**src/rtl/mi_arbiter.sv**
```systemverilog
// Two-port arbiter in front of the QSPI PSRAM controller's memory interface.
// Port 0 (cache refill/writeback) normally wins; port 1 (streaming master) is
// guaranteed a grant after STARVE_LIM consecutive port-0 grants made while it
// was waiting. Each grant carries one full burst: a command, then every data beat.
module mi_arbiter #(
    parameter int AW         = 24,
    parameter int LW         = 7,
    parameter int DW         = 32,
    parameter int STARVE_LIM = 4
) (
    input  logic          clk_4x_s,
    input  logic          rst,
    input  logic [AW-1:0] m0_addr,
    input  logic [LW-1:0] m0_len,
    input  logic          m0_rw,
    input  logic          m0_valid,
    output logic          m0_ready,
    input  logic [DW-1:0] m0_wdata,
    output logic          m0_wack,
    output logic          m0_wlast,
    output logic [DW-1:0] m0_rdata,
    output logic          m0_rstb,
    output logic          m0_rlast,
    input  logic [AW-1:0] m1_addr,
    input  logic [LW-1:0] m1_len,
    input  logic          m1_rw,
    input  logic          m1_valid,
    output logic          m1_ready,
    input  logic [DW-1:0] m1_wdata,
    output logic          m1_wack,
    output logic          m1_wlast,
    output logic [DW-1:0] m1_rdata,
    output logic          m1_rstb,
    output logic          m1_rlast,
    output logic [AW-1:0] s_addr,
    output logic [LW-1:0] s_len,
    output logic          s_rw,
    output logic          s_valid,
    input  logic          s_ready,
    output logic [DW-1:0] s_wdata,
    input  logic          s_wack,
    input  logic          s_wlast,
    input  logic [DW-1:0] s_rdata,
    input  logic          s_rstb,
    input  logic          s_rlast,
    output logic          grant,
    output logic          busy
);

    typedef enum logic [1:0] {
        IDLE = 2'd0,
        CMD  = 2'd1,
        DATA = 2'd2
    } state_t;

    localparam logic [3:0] LIM = 4'(STARVE_LIM);

    state_t     state_reg, state_next;
    logic       grant_reg, grant_next;
    logic [3:0] starve_cnt_reg, starve_cnt_next;
    logic       dir_reg, dir_next;

    // Request fields of whichever port currently holds the grant.
    logic sel_valid;
    logic sel_rw;
    logic pick_m1;
    logic in_cmd;
    logic in_data;

    assign sel_valid = grant_reg ? m1_valid : m0_valid;
    assign sel_rw    = grant_reg ? m1_rw    : m0_rw;
    // Port 1 wins only when it has waited out its quota, or when port 0 is silent.
    assign pick_m1   = m1_valid && ((starve_cnt_reg == LIM) || !m0_valid);
    assign in_cmd    = (state_reg == CMD);
    assign in_data   = (state_reg == DATA);

    // State register: grant, starvation count and burst direction.
    always_ff @(posedge clk_4x_s) begin
        if (rst) begin
            state_reg      <= IDLE;
            grant_reg      <= 1'b0;
            starve_cnt_reg <= 4'd0;
            dir_reg        <= 1'b0;
        end else begin
            state_reg      <= state_next;
            grant_reg      <= grant_next;
            starve_cnt_reg <= starve_cnt_next;
            dir_reg        <= dir_next;
        end
    end

    // Next-state logic: arbitration in IDLE, handshake in CMD, end-of-burst in DATA.
    always_comb begin
        state_next      = state_reg;
        grant_next      = grant_reg;
        starve_cnt_next = starve_cnt_reg;
        dir_next        = dir_reg;
        case (state_reg)
            IDLE: begin
                if (m0_valid || m1_valid) begin
                    state_next = CMD;
                    grant_next = pick_m1;
                    if (pick_m1) begin
                        starve_cnt_next = 4'd0;
                    end else if (m1_valid && (starve_cnt_reg < LIM)) begin
                        starve_cnt_next = starve_cnt_reg + 4'd1;
                    end
                end
            end
            CMD: begin
                if (sel_valid && s_ready) begin
                    state_next = DATA;
                    dir_next   = sel_rw;
                end else if (!sel_valid) begin
                    // Requester withdrew before acceptance: nothing was issued.
                    state_next = IDLE;
                end
            end
            DATA: begin
                if ((!dir_reg && s_wack && s_wlast) || (dir_reg && s_rstb && s_rlast)) begin
                    state_next = IDLE;
                end
            end
            default: state_next = IDLE;
        endcase
    end

    // Output logic: command mux in CMD, strobe routing to the granted port in DATA.
    always_comb begin
        s_addr   = (in_cmd && grant_reg) ? m1_addr : m0_addr;
        s_len    = (in_cmd && grant_reg) ? m1_len  : m0_len;
        s_rw     = (in_cmd && grant_reg) ? m1_rw   : m0_rw;
        s_valid  = in_cmd && sel_valid;
        m0_ready = in_cmd && !grant_reg && s_ready;
        m1_ready = in_cmd &&  grant_reg && s_ready;
        s_wdata  = (in_data && grant_reg) ? m1_wdata : m0_wdata;
        m0_wack  = in_data && !grant_reg && s_wack;
        m0_wlast = in_data && !grant_reg && s_wlast;
        m1_wack  = in_data &&  grant_reg && s_wack;
        m1_wlast = in_data &&  grant_reg && s_wlast;
        m0_rstb  = in_data && !grant_reg && s_rstb;
        m0_rlast = in_data && !grant_reg && s_rlast;
        m1_rstb  = in_data &&  grant_reg && s_rstb;
        m1_rlast = in_data &&  grant_reg && s_rlast;
        // Read data is shared; only the strobes tell a port the beat is its own.
        m0_rdata = s_rdata;
        m1_rdata = s_rdata;
        grant    = grant_reg;
        busy     = (state_reg != IDLE);
    end

endmodule
```
**config.mk**
```make
export PLATFORM = sky130hd
export DESIGN_NAME = mi_arbiter
export DESIGN_NICKNAME = d
export VERILOG_FILES = /design/src/rtl/mi_arbiter.sv
export SDC_FILE = /design/constraint.sdc
export NUM_CORES = 1
export LEC_CHECK = 0
export ABC_AREA = 1
export BUFFER_PORTS_ARGS = -buffer_cell sky130_fd_sc_hd__buf_2
export CORE_AREA = 2 2 119 121
export CTS_CLUSTER_SIZE = 20
export DETAILED_ROUTE_END_ITERATION = 16
export DIE_AREA = 0 0 121 123
export PLACE_DENSITY = 0.59
export SLEW_MARGIN = 40
export SYNTH_ARGS = -nofsm -noshare
export SYNTH_HDL_FRONTEND = slang
export SYNTH_SLANG_ARGS = --single-unit
```
**constraint.sdc**
```tcl
create_clock -name clk_4x_s -period 1.9 [get_ports clk_4x_s]
set_clock_uncertainty 0.1 [all_clocks]
set_input_delay 0.19 -clock clk_4x_s [delete_from_list [all_inputs] [get_ports clk_4x_s]]
set_output_delay 0.19 -clock clk_4x_s [all_outputs]
set_load 0.03 [all_outputs]
```
==> run metrics, run 1 <==
status complete, no violations; min Tclk post-route 1834 ps; final setup violation count 0; Yosys warnings 0; die area 14880 um2; Die X 121 um; Worst Hold Class input port to register; DRT Pass-1 Iters 4; Port Buf Inserts 213; DR iter-0 viols 61; Synth top cells by count buf_4, mux2_4, nand2_1, nor2_1, inv_1; Power Dens Cells 404.0 nW/um2; Post-route DRC 0; Crit. End Element primary output; Least-Margin Pin Slew 246.4 ps; ys flop type dfxtp_1; Max FO, Critical Path 14; post-DR wirelength/cell 12.04 um; Req. time, crit path 1610 ps; Worst Hold Depth 2; total power 1185 uW; Initial Util 0.1458; critical path launch point type register; max reg flops 4; WS Path Type register to primary output; Routed Antenna Nets 0; routed vias/inst 3.548; Cells after Synth 219; max cap viols 0; register area 166.4 um2; LEAKAGE 0.001804 uW; syn nets 390; Die Y 123 um; FF+latch count, synth 8; dpl cells 546; layout cell share with drive strength beyond 1 0.7989; Syn Area/Cell 9.061 um2; first-pass GRT wire length 8.590 mm; relative slew slack 0.8340; Area contributors post-synth mux2_4, buf_4, dfxtp_1; Data arrival, critical path 1540 ps; CTS max path bufs 2; Flop pwr share 0.162; count of different cell masters after synthesis 20; switching part of the total power 0.3717; htree depth 1; unrepaired setup endpoints after global routing no; Area growth syn-to-layout 47.86%; Yosys top cell by area mux2_4; final std cells w/o fill 553; grt total ovfl 0; Placer Congestion 0.6736; pre-CTS setup slack 179.0 ps; EDFF count, synth 0; Clock Sink Count 8; max-slew violations 0; Seq/Total Area, Yosys 0.08071; Clock power frac 0.294; core area 13610 um2; period utilization 0.9652; total number of vias 1962; vias in the first global route 1723; pin count of the biggest net entering global routing 28; peak supply drop 211.2 uV; Gate power share 0.544; Post-synth ARST share 0; CP cell instances inv_2 -> nor2_4 -> nand2_4 -> buf_12 -> mux2_4 -> buf_2; DP Wirelength 5.855 mm; root buffer cell clkbuf_16; row count 43; CTS tree built; Clock Latency Late Sink 230 ps; Final #Nets 546; CP max stage cell dfxtp_2; multi-input logic area 1227 um2; sw power 440.6 uW; post-layout util 0.2156; final setup TNS 0 ps; slowest stage delay, CP 360 ps; Final Hold Viols 0; Boundary Pins 310; CTS buffer count 3; f_max 545.3 MHz; antenna violations before repair 2; post-route setup slack 66.20 ps; count leader, synth buf_4; final WL 6.659 mm; Filler Cells Inserted 1487; R2R depth 6; antenna cell count 0; Global Route Usage Sum 0.07354; Int Power 744.8 uW; synthesized cell area 1984 um2; top cell type's share of synthesized area 0.4161; Worst-path clk slew 40 ps
==> layout by cell type (no fill, tap or decap), drive strengths merged <==
cell    instances
a21oi           6
clkbuf          4
buf           221
nor3            1
dfxtp           8
nand3           7
nand2          23
nor2           19
inv            16
mux2           64
ha              2
nor4            1
o21ai           1
==> logic make-up after synthesis <==
kind of cell	after synthesis	synth area share
adders and majority gates	2	0.01261
DFF	8	0.08070
muxes	64	0.4672
AOI/OAI and AO/OA	7	0.01765
buffers and inverters	87	0.3089
and+or+nand+nor	51	0.1129
==> routing by layer <==
metal,global-route usage,routed length [um],up-vias
li1,-,-,968
met5,0,27,-
met4,0.01744,68,4
met2,0.1152,2993,115
met3,0.03367,811,22
met1,0.09200,2759,853
==> what timing repair did <==
item,4_1_cts,5_1_grt
setup buffers,0,2
endpoints found under the setup margin,58,53
hold buffers,0,0
gates cloned,0,2
resized for setup,3,3
==> path summary, 6_finish.rpt <==
path	to	slack [ps]	start
worst min register to register	starve_cnt_reg[3]	370	starve_cnt_reg[3]
worst min-delay path	state_reg[1]	100	rst
worst max register to register	dir_reg	570	grant
worst max-delay path	s_addr[22]	70	state_reg[0]
==> worst max-delay path, delay by kind of cell, from the launching register on <==
family | cells | cell delay (ps)
AND/OR/NAND/NOR | 2 | 220
buffers and inverters | 3 | 420
flip-flops | 1 | 360
multiplexers | 1 | 310
==> metrics by stage <==
step / hold slack [ps] / instance area [um2]
3_5_place_dp: 280.3 / 2791
3_3_place_gp: 280.3 / 2791
2_1_floorplan: 159.1 / 1991
4_1_cts: 96.51 / 2870
6_report: 96.92 / 2934
5_1_grt: 98.94 / 2934
==> power by group through the flow <==
stage	Combinational [uW]	Sequential, uW	Clock, uW
4_1_cts	644	192	359
3_5_place_dp	642	194	0
5_1_grt	692	194	374
3_3_place_gp	641	193	0
2_1_floorplan	645	191	0
6_report	645	192	349
==> area by class of cell <==
| class | instances | area share |
|---|---|---|
| clock buffer | 3 | 0.02559 |
| multi-input combinational | 124 | 0.4183 |
| timing repair buffer | 222 | 0.4021 |
| sequential | 8 | 0.05672 |
| tap | 180 | 0.07676 |
| inverter | 16 | 0.02047 |
Power figures use the tool's default switching activity.
==> inputs of run 2 (changes only) <==
--- a/config.mk
+++ b/config.mk
@@ -11,7 +11,7 @@
 export CTS_CLUSTER_SIZE = 20
 export DETAILED_ROUTE_END_ITERATION = 16
 export DIE_AREA = 0 0 121 123
-export PLACE_DENSITY = 0.59
+export PLACE_DENSITY = 0.56
 export SLEW_MARGIN = 40
 export SYNTH_ARGS = -nofsm -noshare
 export SYNTH_HDL_FRONTEND = slang
==> run 2 against run 1 <==
Against the previous run:
- power is 0.61% higher
- cell area grew 0.34%
- highest routed layer is now met4
- combinational power up 2%
- worst setup slack got worse by 6.4 ps
- die area did not move
- non-clock buffer count did not move
- clock power about the same
==> run metrics, run 2 (same netlist as run 1, synthesis figures left out) <==
switching part of the total power 0.3735 (+0.001794); sw power 445.5 uW (+1.1%); pin count of the biggest net entering global routing 34 (+21%); total number of vias 1913 (-2.5%); LEAKAGE 0.001808 uW (+0.21%); relative slew slack 0.8239 (-0.01010); Worst Hold Class input port to register; Gate power share 0.549 (+0.005); WS Path Type register to primary output; routed vias/inst 3.459 (-2.5%); Data arrival, critical path 1550 ps (about the same); Least-Margin Pin Slew 261.4 ps (+15.00 ps); multi-input logic area 1227 um2 (unchanged); Hold-fix buffers, CTS 0 (unchanged); final setup violation count 0 (unchanged); Initial Util 0.1458 (unchanged); max cap viols 0 (unchanged); Port Buf Inserts 213 (unchanged); Boundary Pins 310 (unchanged); Post-route DRC 0 (unchanged); max reg flops 4 (unchanged); htree depth 1 (unchanged); Crit. End Element primary output; CTS buffer count 3 (unchanged); post-DR wirelength/cell 13.16 um (+9.3%); first-pass GRT wire length 9.384 mm (+9.2%); DR iter-0 viols 64 (+4.9%); Final Hold Viols 0 (unchanged); root buffer cell clkbuf_16; f_max 543.4 MHz (-0.35%); Worst-path clk slew 30 ps (about the same); die area 14880 um2 (unchanged); Final #Nets 546 (unchanged); CTS tree built; Die Y 123 um (unchanged); CTS max path bufs 2 (unchanged); Global Route Usage Sum 0.08044 (+0.006900); Int Power 747.2 uW (+0.32%); max-slew violations 0 (unchanged); Filler Cells Inserted 1497 (+0.67%); Clock Sink Count 8 (unchanged); peak supply drop 297.1 uV (+41%); Flop pwr share 0.160 (-0.002); Area growth syn-to-layout 48.36%; row count 43 (unchanged); layout cell share with drive strength beyond 1 0.7989 (unchanged); post-route setup slack 59.82 ps (-6.382 ps); final WL 7.276 mm (+9.3%); total power 1193 uW (+0.61%); Die X 121 um (unchanged); Worst Path Buf+Inv 3 (unchanged); most common cell after layout, fill and taps aside buf_2; period utilization 0.9685 (+0.003359); antenna cell count 0 (unchanged); Clock Latency Late Sink 230 ps (about the same); CP max stage cell dfxtp_2; pre-CTS setup slack 160.8 ps (-18.16 ps); core area 13610 um2 (unchanged); status complete, no violations; DP Wirelength 6.226 mm (+6.3%); unrepaired setup endpoints after global routing no; Clock power frac 0.291 (-0.003); vias in the first global route 1720 (-0.17%); DRT Pass-1 Iters 4 (unchanged); critical path's top delay family buffers and inverters; slowest stage delay, CP 360 ps (about the same); Routed Antenna Nets 0 (unchanged); min Tclk post-route 1840 ps (+6.382 ps); register area 166.4 um2 (unchanged); CP cell instances inv_2 -> nor2_4 -> nand2_4 -> clkbuf_16 -> mux2_4 -> buf_2; Placer Congestion 0.7543 (+12%); antenna violations before repair 0 (-2); grt total ovfl 0 (unchanged); Req. time, crit path 1610 ps (about the same); critical path launch point type register; Power Dens Cells 405.1 nW/um2 (+0.27%); most frequent cells in the layout buf_2, mux2_4, nand2_1; Max FO, Critical Path 16 (+2)
## run 2: cell counts in the layout (fill, tap and decap cells not counted)
No cell type changed its count.
## run 2: final timing paths
| kind | from | to | slack, ps | depth (start not counted) |
|---|---|---|---|---|
| max | state_reg[0] | s_addr[10] | 60 | 6 |
| min | rst | state_reg[0] | 130 | 2 |
| max reg2reg | state_reg[1] | starve_cnt_reg[1] | 580 | 8 |
| min reg2reg | starve_cnt_reg[3] | starve_cnt_reg[3] | 370 | 2 |
## run 2: power by group through the flow
| stage | sequential [uW] | combinational [uW] | clock [uW] |
|---|---|---|---|
| finish | 191 | 655 | 346 |
| global route | 193 | 699 | 370 |
| CTS | 191 | 652 | 360 |
| detailed placement | 193 | 646 | 0 |
| global placement | 193 | 646 | 0 |
| floorplan | 191 | 645 | 0 |
## run 2: metrics by stage
step	util	instance area (um2)	hold slack (ps)	TNS, ps	std cells
global route	0.2163	2944	143.0	0	553
global placement	0.2051	2791	280.3	0	546
floorplan	-	1991	159.1	0	219
CTS	0.2118	2883	124.0	-0.6879	549
detailed placement	0.2051	2791	280.3	0	546
finish	0.2163	2944	126.7	0	553
## run 2: area by class of cell
type,count,area share
Tap cell,180,0.07650
Inverter,16,0.02040
Timing Repair Buffer,222,0.4042
Sequential cell,8,0.05652
Multi-Input combinational cell,124,0.4169
Clock buffer,3,0.02550
## run 2: what timing repair did
item / CTS / global route
resized for setup: 7 / 4
setup endpoints to repair: 62 / 64
setup buffers: 0 / 3
pin swaps: 0 / 1
cloned: 0 / 1
## run 2: worst reg2reg max path, cell delays in order, from the launching register on
cell     delay [ps]
dfxtp_4         350
nor2_1          200
inv_1            80
nor2_1          130
nand2_1         110
inv_1           100
nand2_1          50
nand2_1          50
nor2_1           30
## run 2: metal layers
metal  vias to the layer above  global-route usage  share of wire
met2                       114              0.1268           0.44
li1                        964                   -              -
met3                        10             0.02721           0.12
met4                         0             0.01453         0.0060
met1                       825              0.1076           0.44
met5                         -                   0              0
==> inputs of run 3 (changes only) <==
--- a/config.mk
+++ b/config.mk
@@ -11,7 +11,6 @@
 export CTS_CLUSTER_SIZE = 20
 export DETAILED_ROUTE_END_ITERATION = 16
 export DIE_AREA = 0 0 121 123
-export PLACE_DENSITY = 0.56
 export SLEW_MARGIN = 40
 export SYNTH_ARGS = -nofsm -noshare
 export SYNTH_HDL_FRONTEND = slang
==> run 3 against run 2 <==
Against the previous run:
- via count increased by 1.5%
- cell count decreased by 0.36%
- power decreased by 0.92%
- count of clock-buffer cells in the layout unchanged
- critical endpoint is now s_wdata[8]
==> run metrics, run 3 (same netlist as run 1, synthesis figures left out) <==
relative slew slack 0.8246 (about the same); Clock Latency Late Sink 230 ps (about the same); post-DR wirelength/cell 13.20 um (+0.29%); Data arrival, critical path 1550 ps (about the same); DP Wirelength 6.427 mm (+3.2%); Worst Path Buf+Inv 3 (unchanged); Req. time, crit path 1610 ps (about the same); Crit. End Element primary output; Least-Margin Pin Slew 262.7 ps (+1.333 ps); post-route setup slack 63.01 ps (+3.187 ps); row count 43 (unchanged); Worst-path clk slew 30 ps (about the same); Max FO, Critical Path 18 (+2); critical path launch point type register; critical path's top delay family buffers and inverters; Boundary Pins 310 (unchanged); max-slew violations 0 (unchanged); DRT Pass-1 Iters 5 (+1); Routed Antenna Nets 0 (unchanged); Global Route Usage Sum 0.08160 (+0.001169); grt total ovfl 0 (unchanged); CTS buffer count 3 (unchanged); WS Path Type register to primary output; Final #Nets 543 (-0.55%); Post-route DRC 0 (unchanged); final instance area 2904 um2 (-1.4%); CP cell instances inv_1 -> nor2_4 -> nand2_4 -> clkbuf_16 -> mux2_4 -> buf_2; status complete, no violations; antenna violations before repair 1 (+1); DR iter-0 viols 50 (-22%); max cap viols 0 (unchanged); R2R depth 6 (-2); CTS tree built; Area growth syn-to-layout 46.34%; period utilization 0.9668 (-0.001677); unrepaired setup endpoints after global routing yes; die area 14880 um2 (unchanged); htree depth 1 (unchanged); core area 13610 um2 (unchanged); total power 1182 uW (-0.92%); min Tclk post-route 1837 ps (-3.187 ps); total number of vias 1942 (+1.5%); routed vias/inst 3.525 (+1.9%); Die Y 123 um (unchanged); layout cell share with drive strength beyond 1 0.7946 (-0.004333); Worst Hold Class input port to register; max reg flops 4 (unchanged); root buffer cell clkbuf_16; final setup violation count 0 (unchanged); CTS max path bufs 2 (unchanged); vias in the first global route 1823 (+6.0%); most frequent cells in the layout buf_2, mux2_4, nand2_1; Die X 121 um (unchanged); final std cells w/o fill 551 (-0.36%); Reg2Reg Capture Point dir_reg; Placer Congestion 0.7682 (+1.8%); end point of the worst hold path state_reg[0]; CP max stage cell dfxtp_2; pre-CTS setup slack 221.8 ps (+60.95 ps); final WL 7.271 mm (about the same); placed instance area 2784 um2 (-0.27%); first-pass GRT wire length 9.453 mm (+0.74%); Final Hold Viols 0 (unchanged); Power Dens Cells 406.9 nW/um2 (+0.45%); slowest stage delay, CP 350 ps (about the same); dpl cells 545 (-0.18%); Port Buf Inserts 213 (unchanged); f_max 544.4 MHz (+0.17%); CP startpoint state_reg[1]; RR Startpoint grant; register-to-register setup slack 530 ps (-50 ps); Worst Hold Depth 2 (unchanged); Initial Util 0.1458 (unchanged); peak supply drop 223.5 uV (-25%); Clock Sink Count 8 (unchanged); Hold Startpoint rst; most common cell after layout, fill and taps aside buf_2; pin count of the biggest net entering global routing 37 (+8.8%); LEAKAGE 0.001783 uW (-1.4%)
[run 3: cell types whose count changed in the layout (fill, tap and decap cells not counted), sizes merged]
cell   delta
diode     +1
buf       -3
[run 3: layer usage]
| layer | part of all wire | vias to the layer above | GRT usage |
|---|---|---|---|
| li1 | - | 959 | - |
| met1 | 0.40 | 859 | 0.1003 |
| met2 | 0.47 | 110 | 0.1341 |
| met3 | 0.12 | 14 | 0.03506 |
| met4 | 0.0078 | 0 | 0.01453 |
| met5 | 0 | - | 0 |
[run 3: where the power goes]
group          leakage, uW  switching, uW  internal [uW]
clock network    0.0000370           73.4            270
registers        0.0000661           10.7            180
logic              0.00168            356            292
[run 3: timing repair]
item,4_1_cts,5_1_grt
pin swaps,0,0
setup buffers,0,1
setup endpoints to repair,19,50
hold buffers,0,0
cloned,0,1
gates resized for setup,1,2
[run 3: worst max-delay path by stage]
stage | to | slack [ps] | cells past startpoint
global placement | s_wdata[15] | 240 | 6
detailed placement | s_wdata[21] | 220 | 6
floorplan | dir_reg | 100 | 6
CTS | s_wdata[28] | 10 | 6
finish | s_wdata[8] | 60 | 6
global route | s_wdata[24] | -10 | 6
[run 3: worst register-to-register path, cell delays in order (launching register included)]
cell	delay, ps
dfxtp_1	460
buf_4	190
nor2_1	50
nor2_1	220
nand2_1	110
nand2_1	70
a21oi_1	50
[run 3: area by class of cell]
| cell class | instances | area (um2) |
|---|---|---|
| inverters | 16 | 60.06 |
| multi-input cells | 124 | 1217 |
| clock buffers | 3 | 75.07 |
| well taps | 180 | 225.2 |
| repair buffers | 219 | 1161 |
| diodes | 1 | 2.502 |
| flip-flops and latches | 8 | 162.7 |
| fillers | 1508 | 10710 |
[run 3: metrics by stage]
stage               hold WS (ps)  utilization  setup TNS, ps
floorplan                  159.1            -              0
global placement           280.3       0.2045              0
detailed placement         280.3       0.2045              0
CTS                        112.6       0.2101              0
global route               133.1       0.2132         -101.8
finish                     116.0       0.2133              0
